<file path="config.mk">
export PLATFORM = sky130hd
export DESIGN_NAME = pipe_ctrl
export DESIGN_NICKNAME = d
export VERILOG_FILES = /design/src/rtl/pipe_ctrl.sv
export SDC_FILE = /design/constraint.sdc
export NUM_CORES = 1
export LEC_CHECK = 0
export ABC_AREA = 1
export ABC_CLOCK_PERIOD_IN_PS = 2300
export CAP_MARGIN = 20
export CORE_MARGIN = 1
export CORE_UTILIZATION = 35
export CTS_BUF_LIST = sky130_fd_sc_hd__clkbuf_4
export DETAILED_ROUTE_END_ITERATION = 6
export HOLD_SLACK_MARGIN = 0.1
export PLACE_DENSITY_LB_ADDON = 0.3
export SYNTH_ARGS = -nofsm -noshare
export SYNTH_HDL_FRONTEND = slang
export SYNTH_SLANG_ARGS = --single-unit
</file>
<file path="constraint.sdc">
create_clock -name clk -period 2.3 [get_ports clk]
set_input_delay 0.69 -clock clk [delete_from_list [all_inputs] [get_ports clk]]
set_output_delay 0.69 -clock clk [all_outputs]
set_load 0.1 [all_outputs]
</file>
<file path="src/rtl/pipe_ctrl.sv">
// Stall/flush/halt sequencer for a 5-stage pipeline (IF, ID, EX, MEM, WB).
// Freezes on data-memory wait, flushes on taken branches, inserts load-use bubbles and drains on halt.
module pipe_ctrl #(
    parameter int DRAIN_CYCLES = 4,
    parameter int CNT_W        = 16
) (
    input  logic             clk,
    input  logic             rst_n,
    input  logic             memRd_EX,
    input  logic             wrRegEn_EX,
    input  logic [3:0]       wrReg_EX,
    input  logic [3:0]       rdReg1_ID,
    input  logic [3:0]       rdReg2_ID,
    input  logic             useReg1_ID,
    input  logic             useReg2_ID,
    input  logic             PCSrc_MEM,
    input  logic             hlt_ID,
    input  logic             memBusy,
    output logic             pc_en,
    output logic             IF_ID_EN,
    output logic             ID_EX_EN,
    output logic             EX_MEM_EN,
    output logic             MEM_WB_EN,
    output logic             flush_IF_ID,
    output logic             flush_ID_EX,
    output logic             flush_EX_MEM,
    output logic             halted,
    output logic [CNT_W-1:0] stall_cnt
);

    localparam int DW = (DRAIN_CYCLES > 1) ? $clog2(DRAIN_CYCLES) : 1;
    localparam logic [DW-1:0] DRAIN_INIT = DW'(DRAIN_CYCLES - 1);

    typedef enum logic [1:0] {
        ST_RUN   = 2'd0,
        ST_DRAIN = 2'd1,
        ST_HALT  = 2'd2
    } state_e;

    state_e           state_q, state_d;
    logic [DW-1:0]    drain_q, drain_d;
    logic             halted_q, halted_d;
    logic [CNT_W-1:0] stall_cnt_q, stall_cnt_d;
    logic             load_use_s;

    // Load-use hazard: the load result is not forwardable to the instruction in ID yet.
    always_comb begin
        load_use_s = memRd_EX & wrRegEn_EX & (wrReg_EX != 4'd0) &
                     ((useReg1_ID & (rdReg1_ID == wrReg_EX)) |
                      (useReg2_ID & (rdReg2_ID == wrReg_EX)));
    end

    // Next-state and control outputs; priority memBusy > PCSrc_MEM > load-use > hlt_ID.
    always_comb begin
        state_d      = state_q;
        drain_d      = drain_q;
        pc_en        = 1'b1;
        IF_ID_EN     = 1'b1;
        ID_EX_EN     = 1'b1;
        EX_MEM_EN    = 1'b1;
        MEM_WB_EN    = 1'b1;
        flush_IF_ID  = 1'b0;
        flush_ID_EX  = 1'b0;
        flush_EX_MEM = 1'b0;
        case (state_q)
            ST_RUN, ST_DRAIN: begin
                if (memBusy) begin
                    pc_en     = 1'b0;
                    IF_ID_EN  = 1'b0;
                    ID_EX_EN  = 1'b0;
                    EX_MEM_EN = 1'b0;
                    MEM_WB_EN = 1'b0;
                end else if (PCSrc_MEM) begin
                    // A taken branch also cancels a wrong-path halt that is draining.
                    flush_IF_ID  = 1'b1;
                    flush_ID_EX  = 1'b1;
                    flush_EX_MEM = 1'b1;
                    state_d      = ST_RUN;
                    drain_d      = {DW{1'b0}};
                end else if (state_q == ST_DRAIN) begin
                    pc_en       = 1'b0;
                    flush_IF_ID = 1'b1;
                    if (drain_q == {DW{1'b0}}) begin
                        state_d = ST_HALT;
                    end else begin
                        drain_d = drain_q - DW'(1);
                    end
                end else if (load_use_s) begin
                    pc_en       = 1'b0;
                    IF_ID_EN    = 1'b0;
                    flush_ID_EX = 1'b1;
                end else if (hlt_ID) begin
                    pc_en       = 1'b0;
                    flush_IF_ID = 1'b1;
                    state_d     = ST_DRAIN;
                    drain_d     = DRAIN_INIT;
                end else begin
                    pc_en = 1'b1;
                end
            end
            default: begin
                pc_en     = 1'b0;
                IF_ID_EN  = 1'b0;
                ID_EX_EN  = 1'b0;
                EX_MEM_EN = 1'b0;
                MEM_WB_EN = 1'b0;
                state_d   = ST_HALT;
            end
        endcase
    end

    // Halted flag and saturating count of non-halted cycles with the PC held.
    always_comb begin
        halted_d = (state_d == ST_HALT);
        if ((pc_en == 1'b0) && (state_q != ST_HALT) && (stall_cnt_q != {CNT_W{1'b1}})) begin
            stall_cnt_d = stall_cnt_q + CNT_W'(1);
        end else begin
            stall_cnt_d = stall_cnt_q;
        end
    end

    // State, drain counter, halted flag and stall counter registers.
    always_ff @(posedge clk or negedge rst_n) begin
        if (!rst_n) begin
            state_q     <= ST_RUN;
            drain_q     <= {DW{1'b0}};
            halted_q    <= 1'b0;
            stall_cnt_q <= {CNT_W{1'b0}};
        end else begin
            state_q     <= state_d;
            drain_q     <= drain_d;
            halted_q    <= halted_d;
            stall_cnt_q <= stall_cnt_d;
        end
    end

    assign halted    = halted_q;
    assign stall_cnt = stall_cnt_q;

endmodule

</file>
==> flow_metrics.env, run 1 <==
export IMPL_status="finished, violations left"
export IMPL_violations="negative setup slack"
export IMPL_final_util_pct=60.87
export IMPL_yosysSeqAreaShare_pct=34.26
export IMPL_worstSetupPathType="in -> out"
export IMPL_holdCritStartpoint="drain_q[1]$_DFFE_PN0P_"
export IMPL_fin_crit_sh_pct=105.3
export IMPL_clkTransAtPathRegs_ns=0.12
export IMPL_worst_slew_pin_slew_ns=0.4950
export IMPL_fin_nets=316
export IMPL_vias_per_cell=4.784
export IMPL_synth_top_cell_area_share_pct=34.26
export IMPL_grt_pass1_vias=1534
export IMPL_place_inst=326
export IMPL_fp_row_count=23
export IMPL_maxSlewViolCount=0
export IMPL_ant_nets=0
export IMPL_hold_viol_final=0
export IMPL_netlist_area_um2=1534
export IMPL_antenna_found_initial=0
export IMPL_ys_ff_latch=21
export IMPL_tns_ns=-0.3772
export IMPL_grt_max_degree=22
export IMPL_synthCells=223
export IMPL_r2r_cells=15
export IMPL_drc_errors=0
export IMPL_switching_share_pct=26.46
export IMPL_hpwl_mm=2.749
export IMPL_r2r_start="state_q[0]$_DFF_PN0_"
export IMPL_setup_slack_ns=-0.1224
export IMPL_r2r_end="drain_q[1]$_DFFE_PN0P_"
export IMPL_yosys_warnings=0
export IMPL_n_antenna_cell=0
export IMPL_wl_mm=3.945
export IMPL_coreArea_um2=4115
export IMPL_die_w_um=68.20
export IMPL_synth_nets=246
export IMPL_ioPinCount=46
export IMPL_crit_fanout=3
export IMPL_clkPwrFrac_pct=29.2
export IMPL_htreeDepth=1
export IMPL_clk_path_buf_depth=2
export IMPL_mostFrequentLayoutCell="nand2_1"
export IMPL_cts_sinks=21
export IMPL_finalPower_uw=691.2
export IMPL_hold_worst_slack_ns=0.5007
export IMPL_ir_drop_mv=0.1612
export IMPL_mostFrequentLayoutCells="62 x nand2_1, 36 x buf_4, 22 x inv_1, 21 x dfrtp_1"
export IMPL_cp_end_kind="output pin"
export IMPL_firstDrtPassIters=4
export IMPL_hold_buffers=0
export IMPL_drv_cap=0
export IMPL_cts_buffers=3
export IMPL_cpPeakStageDelay_ns=0.62
export IMPL_p_per_area_nw_per_um2=275.9
export IMPL_hold_class="reg -> reg"
export IMPL_rsz0062_at_grt="yes"
export IMPL_gp_congestion=0.8909
export IMPL_drt_initial_drc_count=85
export IMPL_final_period_minus_worst_setup_slack_ns=2.422
export IMPL_finClkSkew_ns=0.003766
export IMPL_critPathArrivalTime_ns=1.73
export IMPL_leakage_nw=1.202
export IMPL_setup_viol=5
export IMPL_drive_gt1_share_pct=36.30
export IMPL_max_freq_ghz=0.4128
export IMPL_synth_cell_types=26
export IMPL_postSynthAreaPerCell_um2=6.879
export IMPL_yosys_area_top_type="dfrtp_1"
export IMPL_grt_ovfl_total=0
export IMPL_r2r_setup_slack_ns=0.15
export IMPL_fin_cells=342
export IMPL_grt_pass1_wl_mm=6.789
export IMPL_p_sw_uw=182.9
export IMPL_hold_end="drain_q[1]$_DFFE_PN0P_"
export IMPL_synthTopCellsByArea="dfrtp_1 34%, nand2_1 18%, nand4_1 6.5%, inv_1 6.1%, xor2_1 5.7%"
export IMPL_required_ns=1.61
export IMPL_dieArea_um2=4651
export IMPL_p_comb_share_pct=17.1
export IMPL_post_place_ws_ns=-0.6242
export IMPL_intPower_uw=508.3
export IMPL_track_usage_pct=19.18
export IMPL_postPlaceCellArea_um2=2253
export IMPL_min_delay_path_depth=2
export IMPL_design_area_um2=2505
export IMPL_wl_per_cell_um=11.54
export IMPL_initial_core_util_pct=37.28
export IMPL_area_growth_pct=63.30
export IMPL_relSlewSlack_pct=66.92
export IMPL_clk_latency_ns=0.32
export IMPL_crit_chain="clkdlybuf4s50_1 > nand2_4 > a21oi_4 > buf_12"
export IMPL_seqPwrFrac_pct=53.7
export IMPL_start_kind="primary input"
export IMPL_clockRootBuffer="clkbuf_4"
export IMPL_vias=1636
export IMPL_worst_path_max_delay_cell="clkdlybuf4s50_1"
export IMPL_port_buffers=45
export IMPL_cts_tree="yes"
export IMPL_die_y_um=68.20
-- cells by family (layout without fill, tap and decap cells) --
group,Yosys count,count (layout),synth area share (%)
AO/OA/AOI/OAI,7,7,3.100
buffers and inverters,38,107,10.44
XOR/XNOR,16,16,9.135
flip-flops,21,21,34.26
adder cells (fa/ha/maj),2,2,1.631
AND/OR/NAND/NOR,139,139,41.44
-- synthesized netlist by cell type, drive strengths merged --
library cell   n
nand2         75
inv           31
nor2          24
dfrtp         21
nand4         16
nand3         15
xor2          10
nor3           9
xnor2          6
buf            5
a21oi          3
o21ai          3
ha             2
a31oi          1
clkbuf         1
clkinv         1
-- repair_timing --
item	4_1_cts	5_1_grt
pin swaps	23	17
endpoints found under the hold margin	0	0
buffers inserted	11	1
resized for setup	84	17
gates cloned	0	0
setup endpoints to repair	24	7
-- state kept, by name, summed over array words and instances (netlist names) --
name and flops:
halted 1, drain_q 2, stall_cnt 16, state_q 2
-- power by group through the flow --
stage / logic (mW) / clock network, mW / registers, mW
6_report: 0.118 / 0.202 / 0.371
4_1_cts: 0.107 / 0.201 / 0.371
3_5_place_dp: 0.0971 / 0 / 0.378
5_1_grt: 0.130 / 0.217 / 0.372
2_1_floorplan: 0.0283 / 0 / 0.385
3_3_place_gp: 0.0960 / 0 / 0.378
-- per-layer routing --
layer,GRT usage (%),vias to the layer above,routed length [um]
met5,0,-,0
met4,6.250,0,73
met3,3.333,7,178
met2,34.07,40,2070
met1,23.10,744,1622
li1,-,845,-
-- worst max path at each step --
stage,startpoint,to,slack [ns],cells after the start
global route,wrReg_EX[1],pc_en,-0.20,12
finish,hlt_ID,flush_IF_ID,-0.12,4
detailed placement,wrReg_EX[2],flush_IF_ID,-0.62,11
CTS,wrReg_EX[2],flush_IF_ID,-0.15,11
global placement,wrReg_EX[2],flush_IF_ID,-0.62,10
floorplan,memBusy,flush_ID_EX,-0.92,6
-- worst max-delay path, delay by kind of cell --
family / cells / cell delay (ns)
AND/OR/NAND/NOR: 1 / 0.09
AO/OA/AOI/OAI: 1 / 0.14
buffers and inverters: 2 / 0.81
-- final cells by class --
class                   count  area (um^2)
multi-input cells         164        994.7
well taps                  50        62.56
inverters                  32        131.4
clock buffers               4        30.03
repair buffers             71        760.7
fillers                   375         1610
flip-flops and latches     21        525.5
Power figures use the tool's default switching activity.
==> inputs of run 2 (changes only) <==
- CORE_UTILIZATION: 35 -> 30
==> run 2 against run 1 <==
  * The flow still finishes with violations (negative setup slack)
  * Fmax about the same
  * Design area is 4.2% lower
  * Critical path type unchanged
  * Clock-buffer cell count shrank 1
  * First-iteration DRC count up 11%
  * Sequential power about the same
  * Critical endpoint is now flush_ID_EX
  * Largest power group unchanged
  * Power decreased by 5.3%
  * Clock power fell by 9%
  * Die area grew 16%
  * Cell count rose by 2.3%
  * Wire length fell by 4.6%
==> flow_metrics.env, run 2 (same netlist as run 1, synthesis figures left out) <==
export IMPL_status="finished, violations left"
export IMPL_violations="negative setup slack"
export IMPL_seqPwrFrac_pct=56.7
export IMPL_critPathArrivalTime_ns=1.73
export IMPL_firstDrtPassIters=4
export IMPL_clk_path_buf_depth=2
export IMPL_fin_nets=307
export IMPL_antenna_found_initial=0
export IMPL_n_antenna_cell=0
export IMPL_drv_cap=0
export IMPL_ant_nets=0
export IMPL_cts_buffers=3
export IMPL_final_util_pct=49.79
export IMPL_clockRootBuffer="clkbuf_4"
export IMPL_gp_congestion=0.8431
export IMPL_drc_errors=0
export IMPL_maxSlewViolCount=0
export IMPL_cts_tree="yes"
export IMPL_coreArea_um2=4817
export IMPL_holdCritStartpoint="drain_q[1]$_DFFE_PN0P_"
export IMPL_port_buffers=45
export IMPL_seqCellArea_um2=525.5
export IMPL_max_freq_ghz=0.4128
export IMPL_die_w_um=73.51
export IMPL_hold_viol_final=0
export IMPL_p_comb_share_pct=15.2
export IMPL_worst_slew_pin_slew_ns=0.3536
export IMPL_wl_met3_um=189
export IMPL_dieArea_um2=5403
export IMPL_ioPinCount=46
export IMPL_post_place_ws_ns=-0.5827
export IMPL_fillers=485
export IMPL_grt_ovfl_total=0
export IMPL_wl_mm=3.765
export IMPL_start_kind="primary input"
export IMPL_track_usage_pct=15.07
export IMPL_r2r_start="stall_cnt[7]$_DFFE_PN0P_"
export IMPL_worstSetupPathType="in -> out"
export IMPL_setup_viol=4
export IMPL_ir_drop_mv=0.1597
export IMPL_drt_initial_drc_count=94
export IMPL_switching_share_pct=26.20
export IMPL_top_layer_used="met4"
export IMPL_wl_per_cell_um=10.76
export IMPL_clk_latency_ns=0.31
export IMPL_routedLengthMet1_mm=1.783
export IMPL_p_sw_uw=171.4
export IMPL_hpwl_mm=2.887
export IMPL_finClkSkew_ns=0.01313
export IMPL_largest_reg_flops=16
export IMPL_startpoint="rdReg2_ID[2]"
export IMPL_initial_core_util_pct=31.84
export IMPL_leakage_nw=1.141
export IMPL_wl_met2_mm=1.753
export IMPL_die_y_um=73.51
export IMPL_grt_pass1_wl_mm=6.396
export IMPL_cp_end_kind="output pin"
export IMPL_relSlewSlack_pct=76.24
export IMPL_hold_worst_slack_ns=0.4984
export IMPL_htreeDepth=1
export IMPL_mostFrequentLayoutCells="67 x nand2_1, 24 x buf_4, 23 x inv_1, 21 x dfrtp_1, 18 x nor2_1"
export IMPL_fp_row_count=25
export IMPL_required_ns=1.61
export IMPL_area_growth_pct=56.36
export IMPL_tns_ns=-0.3818
export IMPL_crit_fanout=3
export IMPL_hold_class="reg -> reg"
export IMPL_intPower_uw=483.0
export IMPL_final_period_minus_worst_setup_slack_ns=2.422
export IMPL_grt_pass1_vias=1426
export IMPL_fin_crit_sh_pct=105.3
export IMPL_vias_per_cell=4.477
export IMPL_mostFrequentLayoutCell="nand2_1"
export IMPL_rsz0062_at_grt="yes"
export IMPL_p_per_area_nw_per_um2=272.8
export IMPL_hold_buffers=0
export IMPL_cts_sinks=21
export IMPL_multiInputGateArea_um2=944.7
export IMPL_clkTransAtPathRegs_ns=0.13
export IMPL_grt_max_degree=22
export IMPL_vias=1567
export IMPL_clkPwrFrac_pct=28.1
export IMPL_drive_gt1_share_pct=31.80
export IMPL_setup_slack_ns=-0.1223
run 2: changes by cell type in the layout (fill, tap and decap cells not counted), moves of 3 or more:
| cell | previous run | this run |
|---|---|---|
| buf_4 | 36 | 24 |
| clkbuf_2 | 0 | 4 |
| nand2_1 | 62 | 67 |
| nand2_2 | 8 | 5 |
run 2: power by group through the flow:
| stage | sequential, mW | combinational [mW] | clock [mW] |
|---|---|---|---|
| after floorplan | 0.385 | 0.0283 | 0 |
| after global placement | 0.378 | 0.0949 | 0 |
| after detailed placement | 0.378 | 0.0960 | 0 |
| after CTS | 0.371 | 0.0946 | 0.193 |
| after global routing | 0.372 | 0.109 | 0.206 |
| final | 0.371 | 0.0995 | 0.184 |
run 2: metrics by stage:
step	cells	total power, mW	instance area [um^2]
floorplan	223	0.4131	1585
global placement	345	0.4731	2315
detailed placement	345	0.4743	2315
CTS	350	0.6590	2362
global route	350	0.6872	2399
finish	350	0.6544	2399
run 2: per-layer routing:
metal,global-route usage [%],vias to the layer above
li1,-,827
met1,20.58,692
met2,24.36,44
met3,2.606,4
met4,4.274,0
met5,0,-
run 2: layout make-up:
| type | count | area share [%] |
|---|---|---|
| clock inverter | 1 | 0.2087 |
| tap | 67 | 3.495 |
| inverter | 32 | 5.373 |
| multi-input combinational | 164 | 39.38 |
| clock buffer | 3 | 0.9390 |
| timing repair buffer | 62 | 28.69 |
| sequential | 21 | 21.91 |
run 2: repair_timing:
action	4_1_cts	5_1_grt
resized for setup	73	18
setup endpoints to repair	17	5
gates cloned	0	0
setup buffers	1	0
endpoints found under the hold margin	0	0
pin swaps	23	20
run 2: final timing paths:
path	end	slack, ns	depth (start not counted)
setup / recovery	flush_ID_EX	-0.12	10
hold / removal	drain_q[1]$_DFFE_PN0P_	0.50	2
setup reg to reg	stall_cnt[8]$_DFFE_PN0P_	0.56	8
hold reg to reg	drain_q[1]$_DFFE_PN0P_	0.50	2
max in group asynchronous	stall_cnt[8]$_DFFE_PN0P_	1.36	2
min in group asynchronous	halted$_DFF_PN0_	0.71	2
run 2: critical path, cell delays in order:
cell and delay, ns:
buf_8 0.10, nor2_4 0.08, nor2_1 0.04, nor2_1 0.10, nand3_1 0.09, nand2_2 0.09
nand2_2 0.08, buf_6 0.14, o21ai_4 0.13, buf_12 0.19
==> inputs of run 3 (changes only) <==
- CORE_MARGIN: 1 -> unset
==> results of run 3 <==
The final DEF is identical to that of run 2; final timing and power are the same.
